`config.mk`:
```
export PLATFORM = sky130hd
export DESIGN_NAME = v_filter_ctrl_flat
export DESIGN_NICKNAME = d
export VERILOG_FILES = /design/src/rtl/v_filter_pkg.sv /design/src/rtl/v_filter_ctrl_if.sv /design/src/rtl/v_filter_ctrl_btn_debounce.sv /design/src/rtl/v_filter_ctrl.sv /design/src/flat_wrapper.sv
export SDC_FILE = /design/constraint.sdc
export NUM_CORES = 1
export LEC_CHECK = 0
export CAP_MARGIN = 30
export CORE_MARGIN = 4
export CORE_UTILIZATION = 45
export CTS_CLUSTER_SIZE = 16
export DETAILED_ROUTE_END_ITERATION = 16
export RECOVER_POWER = 25
export SYNTH_ARGS = -nofsm -noshare
export SYNTH_HDL_FRONTEND = slang
export SYNTH_HIERARCHICAL = 1
export SYNTH_SLANG_ARGS = --single-unit
export TNS_END_PERCENT = 100
```
`constraint.sdc`:
```
create_clock -name i_pclk -period 5 [get_ports i_pclk]
set_input_delay 1 -clock i_pclk [delete_from_list [all_inputs] [get_ports i_pclk]]
set_output_delay 1 -clock i_pclk [all_outputs]
set_load 0.03 [all_outputs]
```
`src/rtl/v_filter_pkg.sv`:
```
// Shared definitions for the video filter controller: mode encoding, mode sequencing
// and vsync polarity normalisation.
package v_filter_pkg;

  typedef enum logic [1:0] {
    MODE_BYPASS = 2'd0,
    MODE_SPLIT  = 2'd1,
    MODE_FULL   = 2'd2,
    MODE_SWEEP  = 2'd3
  } mode_t;

  localparam int MODE_COUNT = 4;

  function automatic mode_t mode_next(input mode_t m);
    mode_t r;
    if (m == mode_t'(MODE_COUNT - 1)) begin
      r = MODE_BYPASS;
    end else begin
      r = mode_t'(m + 2'd1);
    end
    return r;
  endfunction

  // Returns 1 when vsync sits at its active level, whatever the board polarity.
  function automatic logic vs_active(input logic vs, input logic act_high);
    return act_high ? vs : ~vs;
  endfunction

endpackage

```
`src/rtl/v_filter_ctrl_if.sv`:
```
// Board-side I/O bundle of the filter controller: button, vsync in; mode/filter controls out.
interface v_filter_ctrl_if #(
  parameter int X_WIDTH = 11
);
  logic               btn_n;
  logic               vsync;
  logic [1:0]         mode;
  logic               posterize_en;
  logic               split_en;
  logic [X_WIDTH-1:0] split_x;
  logic               frame_tick;

  modport master (
    output btn_n, vsync,
    input  mode, posterize_en, split_en, split_x, frame_tick
  );

  modport slave (
    input  btn_n, vsync,
    output mode, posterize_en, split_en, split_x, frame_tick
  );
endinterface

```
`src/rtl/v_filter_ctrl_btn_debounce.sv`:
```
// Push-button conditioner: 2-FF synchroniser, stability counter, one-cycle press pulse
// on the debounced released->pressed transition.
module btn_debounce #(
  parameter int DEB_CYCLES = 1000000
) (
  input  logic i_pclk,
  input  logic i_arst,
  input  logic i_btn_n,
  output logic o_press
);
  localparam int              CNT_W    = $clog2(DEB_CYCLES);
  localparam logic [CNT_W-1:0] CNT_LAST = CNT_W'(DEB_CYCLES - 1);

  logic             r_sync1;
  logic             r_sync2;
  logic             r_level;
  logic             r_press;
  logic [CNT_W-1:0] r_cnt;
  logic             w_differs;
  logic             w_settled;

  assign w_differs = r_sync2 ^ r_level;
  assign w_settled = w_differs & (r_cnt == CNT_LAST);

  // Any cycle where the synchronised input agrees with the level restarts the count.
  always_ff @(posedge i_pclk or posedge i_arst) begin
    if (i_arst) begin
      r_sync1 <= 1'b1;
      r_sync2 <= 1'b1;
      r_level <= 1'b1;
      r_press <= 1'b0;
      r_cnt   <= '0;
    end else begin
      r_sync1 <= i_btn_n;
      r_sync2 <= r_sync1;
      r_press <= w_settled & r_level;
      if (w_settled) begin
        r_level <= r_sync2;
        r_cnt   <= '0;
      end else if (w_differs) begin
        r_cnt <= r_cnt + 1'b1;
      end else begin
        r_cnt <= '0;
      end
    end
  end

  assign o_press = r_press;
endmodule

```
`src/rtl/v_filter_ctrl.sv`:
```
// Frame-synchronous mode controller for the posterize filter: button presses queue one
// mode advance, applied together with all output updates only at frame start.
module v_filter_ctrl #(
  parameter int VS_ACTIVE_HIGH = 0,
  parameter int X_WIDTH        = 11,
  parameter int X_ACTIVE       = 1280,
  parameter int SPLIT_DEFAULT  = 640,
  parameter int SWEEP_STEP     = 8,
  parameter int DEB_CYCLES     = 1000000
) (
  input logic            i_pclk,
  input logic            i_arst,
  v_filter_ctrl_if.slave bus
);
  import v_filter_pkg::*;

  localparam logic [X_WIDTH:0]   XMAX_EXT    = (X_WIDTH + 1)'(X_ACTIVE);
  localparam logic [X_WIDTH:0]   STEP_EXT    = (X_WIDTH + 1)'(SWEEP_STEP);
  localparam logic [X_WIDTH-1:0] XMAX_X      = X_WIDTH'(X_ACTIVE);
  localparam logic [X_WIDTH-1:0] STEP_X      = X_WIDTH'(SWEEP_STEP);
  localparam logic [X_WIDTH-1:0] SPLIT_DEF_X = X_WIDTH'(SPLIT_DEFAULT);

  logic               w_press;
  logic               w_vs_act;
  logic               r_vs_prev;
  logic               r_tick;
  mode_t              r_mode;
  mode_t              w_mode_nxt;
  logic               r_pending;
  logic               w_pending_nxt;
  logic               r_en;
  logic               w_en_nxt;
  logic               r_split_en;
  logic               w_split_en_nxt;
  logic [X_WIDTH-1:0] r_split_x;
  logic [X_WIDTH-1:0] w_split_x_nxt;
  logic               r_dir_down;
  logic               w_dir_down_nxt;
  logic [X_WIDTH:0]   w_x_up;

  btn_debounce #(.DEB_CYCLES(DEB_CYCLES)) u_deb (
    .i_pclk  (i_pclk),
    .i_arst  (i_arst),
    .i_btn_n (bus.btn_n),
    .o_press (w_press)
  );

  assign w_vs_act = vs_active(bus.vsync, VS_ACTIVE_HIGH != 0);

  // History resets to "active" so a vsync already active at reset release is not a frame start.
  always_ff @(posedge i_pclk or posedge i_arst) begin
    if (i_arst) begin
      r_vs_prev <= 1'b1;
      r_tick    <= 1'b0;
    end else begin
      r_vs_prev <= w_vs_act;
      r_tick    <= w_vs_act & ~r_vs_prev;
    end
  end

  assign w_x_up = {1'b0, r_split_x} + STEP_EXT;

  always_comb begin
    w_mode_nxt     = r_mode;
    w_pending_nxt  = r_pending;
    w_en_nxt       = r_en;
    w_split_en_nxt = r_split_en;
    w_split_x_nxt  = r_split_x;
    w_dir_down_nxt = r_dir_down;
    if (r_tick) begin
      // A press landing in the tick cycle itself is consumed by this tick.
      if (r_pending | w_press) begin
        w_mode_nxt = mode_next(r_mode);
      end else begin
        w_mode_nxt = r_mode;
      end
      w_pending_nxt = 1'b0;
      case (w_mode_nxt)
        MODE_BYPASS: begin
          w_en_nxt       = 1'b0;
          w_split_en_nxt = 1'b0;
          w_split_x_nxt  = '0;
          w_dir_down_nxt = 1'b0;
        end
        MODE_SPLIT: begin
          w_en_nxt       = 1'b1;
          w_split_en_nxt = 1'b1;
          w_split_x_nxt  = SPLIT_DEF_X;
          w_dir_down_nxt = 1'b0;
        end
        MODE_FULL: begin
          w_en_nxt       = 1'b1;
          w_split_en_nxt = 1'b0;
          w_split_x_nxt  = '0;
          w_dir_down_nxt = 1'b0;
        end
        MODE_SWEEP: begin
          w_en_nxt       = 1'b1;
          w_split_en_nxt = 1'b1;
          if (r_mode != MODE_SWEEP) begin
            w_split_x_nxt  = '0;
            w_dir_down_nxt = 1'b0;
          end else if (!r_dir_down) begin
            if (w_x_up >= XMAX_EXT) begin
              w_split_x_nxt  = XMAX_X;
              w_dir_down_nxt = 1'b1;
            end else begin
              w_split_x_nxt  = w_x_up[X_WIDTH-1:0];
              w_dir_down_nxt = 1'b0;
            end
          end else begin
            if ({1'b0, r_split_x} <= STEP_EXT) begin
              w_split_x_nxt  = '0;
              w_dir_down_nxt = 1'b0;
            end else begin
              w_split_x_nxt  = r_split_x - STEP_X;
              w_dir_down_nxt = 1'b1;
            end
          end
        end
        default: begin
          w_en_nxt       = 1'b0;
          w_split_en_nxt = 1'b0;
          w_split_x_nxt  = '0;
          w_dir_down_nxt = 1'b0;
        end
      endcase
    end else begin
      if (w_press) begin
        w_pending_nxt = 1'b1;
      end else begin
        w_pending_nxt = r_pending;
      end
    end
  end

  always_ff @(posedge i_pclk or posedge i_arst) begin
    if (i_arst) begin
      r_mode     <= MODE_BYPASS;
      r_pending  <= 1'b0;
      r_en       <= 1'b0;
      r_split_en <= 1'b0;
      r_split_x  <= '0;
      r_dir_down <= 1'b0;
    end else begin
      r_mode     <= w_mode_nxt;
      r_pending  <= w_pending_nxt;
      r_en       <= w_en_nxt;
      r_split_en <= w_split_en_nxt;
      r_split_x  <= w_split_x_nxt;
      r_dir_down <= w_dir_down_nxt;
    end
  end

  assign bus.mode         = r_mode;
  assign bus.posterize_en = r_en;
  assign bus.split_en     = r_split_en;
  assign bus.split_x      = r_split_x;
  assign bus.frame_tick   = r_tick;
endmodule

```
`src/flat_wrapper.sv`:
```
// flat-port wrapper written by rule: the top's interface ports become plain ports
module v_filter_ctrl_flat import v_filter_pkg::*;
#(
  parameter int VS_ACTIVE_HIGH = 0,
  parameter int X_WIDTH        = 11,
  parameter int X_ACTIVE       = 1280,
  parameter int SPLIT_DEFAULT  = 640,
  parameter int SWEEP_STEP     = 8,
  parameter int DEB_CYCLES     = 1000000
)
  (i_pclk, i_arst, bus_btn_n, bus_vsync, bus_mode, bus_posterize_en, bus_split_en, bus_split_x, bus_frame_tick);
  v_filter_ctrl_if #(.X_WIDTH(X_WIDTH)) bus_i ();
  input logic i_pclk;
  input logic i_arst;
  input wire logic [$bits(bus_i.btn_n)-1:0] bus_btn_n;
  input wire logic [$bits(bus_i.vsync)-1:0] bus_vsync;
  output wire logic [$bits(bus_i.mode)-1:0] bus_mode;
  output wire logic [$bits(bus_i.posterize_en)-1:0] bus_posterize_en;
  output wire logic [$bits(bus_i.split_en)-1:0] bus_split_en;
  output wire logic [$bits(bus_i.split_x)-1:0] bus_split_x;
  output wire logic [$bits(bus_i.frame_tick)-1:0] bus_frame_tick;
  assign bus_i.btn_n = bus_btn_n;
  assign bus_i.vsync = bus_vsync;
  assign bus_mode = bus_i.mode;
  assign bus_posterize_en = bus_i.posterize_en;
  assign bus_split_en = bus_i.split_en;
  assign bus_split_x = bus_i.split_x;
  assign bus_frame_tick = bus_i.frame_tick;
  v_filter_ctrl #(.VS_ACTIVE_HIGH(VS_ACTIVE_HIGH), .X_WIDTH(X_WIDTH), .X_ACTIVE(X_ACTIVE), .SPLIT_DEFAULT(SPLIT_DEFAULT), .SWEEP_STEP(SWEEP_STEP), .DEB_CYCLES(DEB_CYCLES)) u_core (.i_pclk(i_pclk), .i_arst(i_arst), .bus(bus_i));
endmodule
```
==> key figures <==
Clock network
  • Clock Sinks: 39
  • CTS resizes: 0
  • Post-CTS Hold Buffers: 0
  • H-tree levels: 2
  • Clock Root Buffer: clkbuf_8
  • Post-CTS Setup Inserts: 0
  • Clk_lat worst skew: 0.29 ns
  • CTS max path bufs: 2
  • Clock buffer count from CTS: 5
  • Worst-path clk slew: 0.08 ns
  • CTS tree: yes

Timing
  • Slew @ Worst Pin: between 0.9 and 1 ns
  • Fin. max-slew vios: 0
  • Slew headroom: 37.45%
  • Clock skew: 0.005107 ns
  • RSZ-0062 raised after global routing: false
  • Setup tns final: 0 ns
  • Finish-stage setup viols: 0
  • Fmax: 349.9 MHz
  • Hold Fails Final Rpt: 0
  • Ratio of final minimum period to clock period: 57.15%
  • Minimum clock period: roughly 2.9 ns

Setup path
  • Crit path largest cell delay: approximately 0.80 ns
  • Type of the worst setup path: reg2out
  • Max Fanout on Critical Path: 22
  • Critical Path Slowest Stage Cell: clkdlybuf4s50_1
  • Worst path required time: 4.00 ns
  • Crit path arrival time: 1.86 ns
  • Crit-path leading delay family: buffers and inverters
  • Worst Setup Start Kind: register
  • CP Buf/Inv Count: 1
  • Worst path cell trace: clkdlybuf4s50_1
  • CP endpoint kind: output pin

Route
  • Final ANT Viol Nets: 0
  • Initial DRC count: 135
  • Routed length per instance: 15.06 um
  • Drt drc: 0
  • Routed vias: 1,843
  • DR pass1 iterations: 4
  • Vias/cell: 5.759
  • Routed wire length: 4819 um

Run status
  • Status: finished, final reports clean

Floorplan
  • Area of the core: 4817 um2
  • Top Ports: 20
  • Die area: 6293 um2
  • Num rows: 25
  • Initial core utilization: 47.53%
  • Die Ht: 79.33 um
  • Die width: 79.33 um

Cells and area
  • FILL cells: 458
  • ANT cells: 0
  • Nets: roughly 260
  • Share of post-route cells with drive strength above 1: roughly 11%
  • Area Growth Syn to Fin: 11.80%

Global route
  • Vias in the first global route: approximately 1,700
  • Grt met2 use: 24.41%
  • Initial antenna violation count: 0
  • Layer with the highest usage: met2
  • Total grt overflow: 0
  • GR met1 Demand/Resource: between 20% and 30%
  • Met3 GRT Util: 3.628%
  • Largest net degree at the start of global routing: 25
  • First-pass GRT wire length: ~8200 um
  • GRT Overall Usage: 16.57%

Synth
  • Number of synthesized flops with an enable pin: 0
  • Post-synth cell types: 59
  • Ys flop type: dfrtp_1
  • Yosys warns: 6
  • Sequential share of the synthesized area: between 40% and 50%
  • Post-synthesis cell count: 240
  • Yosys reg bits: 39
  • Syn Area/Cell: 9.540 um2
  • Async S/R FF share, synth: 100.0%
  • Post-synthesis cell area: 2290 um2

Power
  • Static Leak: 1.046 nW
  • Power Density: 237.9 nW/um2
  • Total power draw: 0.0006090 W
  • VDD IR max: 0.1853 mV

Placement
  • Hpwl dp: 3380 um
  • Final GP Congestion: 0.8470
  • IO buf count: 16

Worst hold path
  • Worst hold path class: reg2reg

Flow run
  • Max Cap Viol: 0
-- Yosys cell counts, types with 4 or more instances --
cell	count	area (um2)
inv_1	13	48.80
nand3_1	11	55.05
buf_4	5	37.54
nor3_1	7	35.03
o22ai_1	5	31.28
buf_2	4	20.02
dfrtp_1	35	875.8
xor2_1	8	70.07
or3_1	6	37.54
ha_1	5	62.56
o21ai_0	11	55.05
nand2_1	10	37.54
nor2_1	26	97.59
a21oi_1	13	65.06
xnor2_1	6	52.55
dfstp_2	4	105.1
and3_1	6	37.54
nand4_1	9	56.30
-- registers in the layout, summed over array words and instances (netlist names) --
name / count
u_core/bus.posterize_en: 1
u_core/r_pending: 1
u_core/r_vs_prev: 1
u_core/bus.split_en: 1
u_core/u_deb/r_cnt: 20
u_core/u_deb/r_sync2: 1
u_core/u_deb/r_level: 1
u_core/u_deb/r_sync1: 1
u_core/r_dir_down: 1
u_core/bus.mode: 1
u_core/bus.split_x: 8
u_core/bus.frame_tick: 1
u_core/u_deb/o_press: 1
-- path summary, 6_finish.rpt --
kind,start,to,slack (ns),cells after the start
max in group asynchronous,i_arst,u_core/u_deb/r_cnt[15],3.05,2
worst max register to register,u_core/bus.split_x[3],u_core/bus.split_x[8],2.85,7
worst min register to register,u_core/u_deb/r_sync1,u_core/u_deb/r_sync2,0.37,0
worst max-delay path,u_core/bus.frame_tick,bus_frame_tick,2.14,1
min in group asynchronous,i_arst,u_core/bus.split_en,1.22,2
worst min-delay path,u_core/u_deb/r_sync1,u_core/u_deb/r_sync2,0.37,0
-- kinds of logic (layout without fill, tap and decap cells) --
group	count (synthesis)	after routing	synth area share [%]
compound gates	53	53	17.21
xor+xnor	14	14	5.355
fa+ha+maj	5	5	2.732
buf+inv	26	37	5.629
flops	39	39	42.84
mux	4	4	1.912
other cells	1	3	0.1638
simple gates	98	98	24.15
-- area by class of cell --
cell class,instances,area [um2],share of cell area [%]
Multi-Input combinational cell,177,1187,46.38
Sequential cell,39,980.9,38.32
Timing Repair Buffer,16,160.2,6.256
Tap cell,67,83.83,3.275
Clock buffer,6,82.58,3.226
Inverter,13,48.80,1.906
Clock inverter,2,16.27,0.6354
-- power breakdown --
group          switching, W   total, W  leakage [nW]  internal, W
Combinational     0.0000318  0.0000483         0.474    0.0000165
Sequential        0.0000100   0.000332         0.525     0.000322
Clock              0.000116   0.000229        0.0474     0.000113
-- cell usage in the layout, fill, tap and decap left out, types with 3 or more instances in the layout --
master	Yosys	layout
mux2_2	3	3
xor2_1	8	8
nand2_1	10	10
a21oi_1	13	13
conb_1	1	3
dfstp_2	4	4
inv_1	13	13
dfrtp_1	35	35
nor2_1	26	26
or3_1	6	6
ha_1	5	5
xnor2_1	6	6
and3_1	6	6
nand3_1	11	11
nand4_1	9	9
nor3_1	7	7
dlygate4sd3_1	0	3
clkdlybuf4s50_1	0	13
o22ai_1	5	5
o21ai_0	11	11
clkbuf_8	0	6
-- per-stage QoR --
step	setup slack (ns)	area, um2	hold slack (ns)	instances	util (%)
2_1_floorplan	2.967	2297	0.3452	242	-
3_3_place_gp	2.467	2461	0.3537	312	51.09
3_5_place_dp	2.469	2461	0.3497	312	51.09
4_1_cts	2.132	2560	0.3661	320	53.14
5_1_grt	2.062	2560	0.3731	320	53.14
6_report	2.142	2560	0.3650	320	53.14
-- metal layers --
layer	part of all wire, %	vias up
li1	-	898
met1	49	891
met2	44	47
met3	5.6	7
met4	1.3	0
met5	0	-
Power figures use the tool's default switching activity.
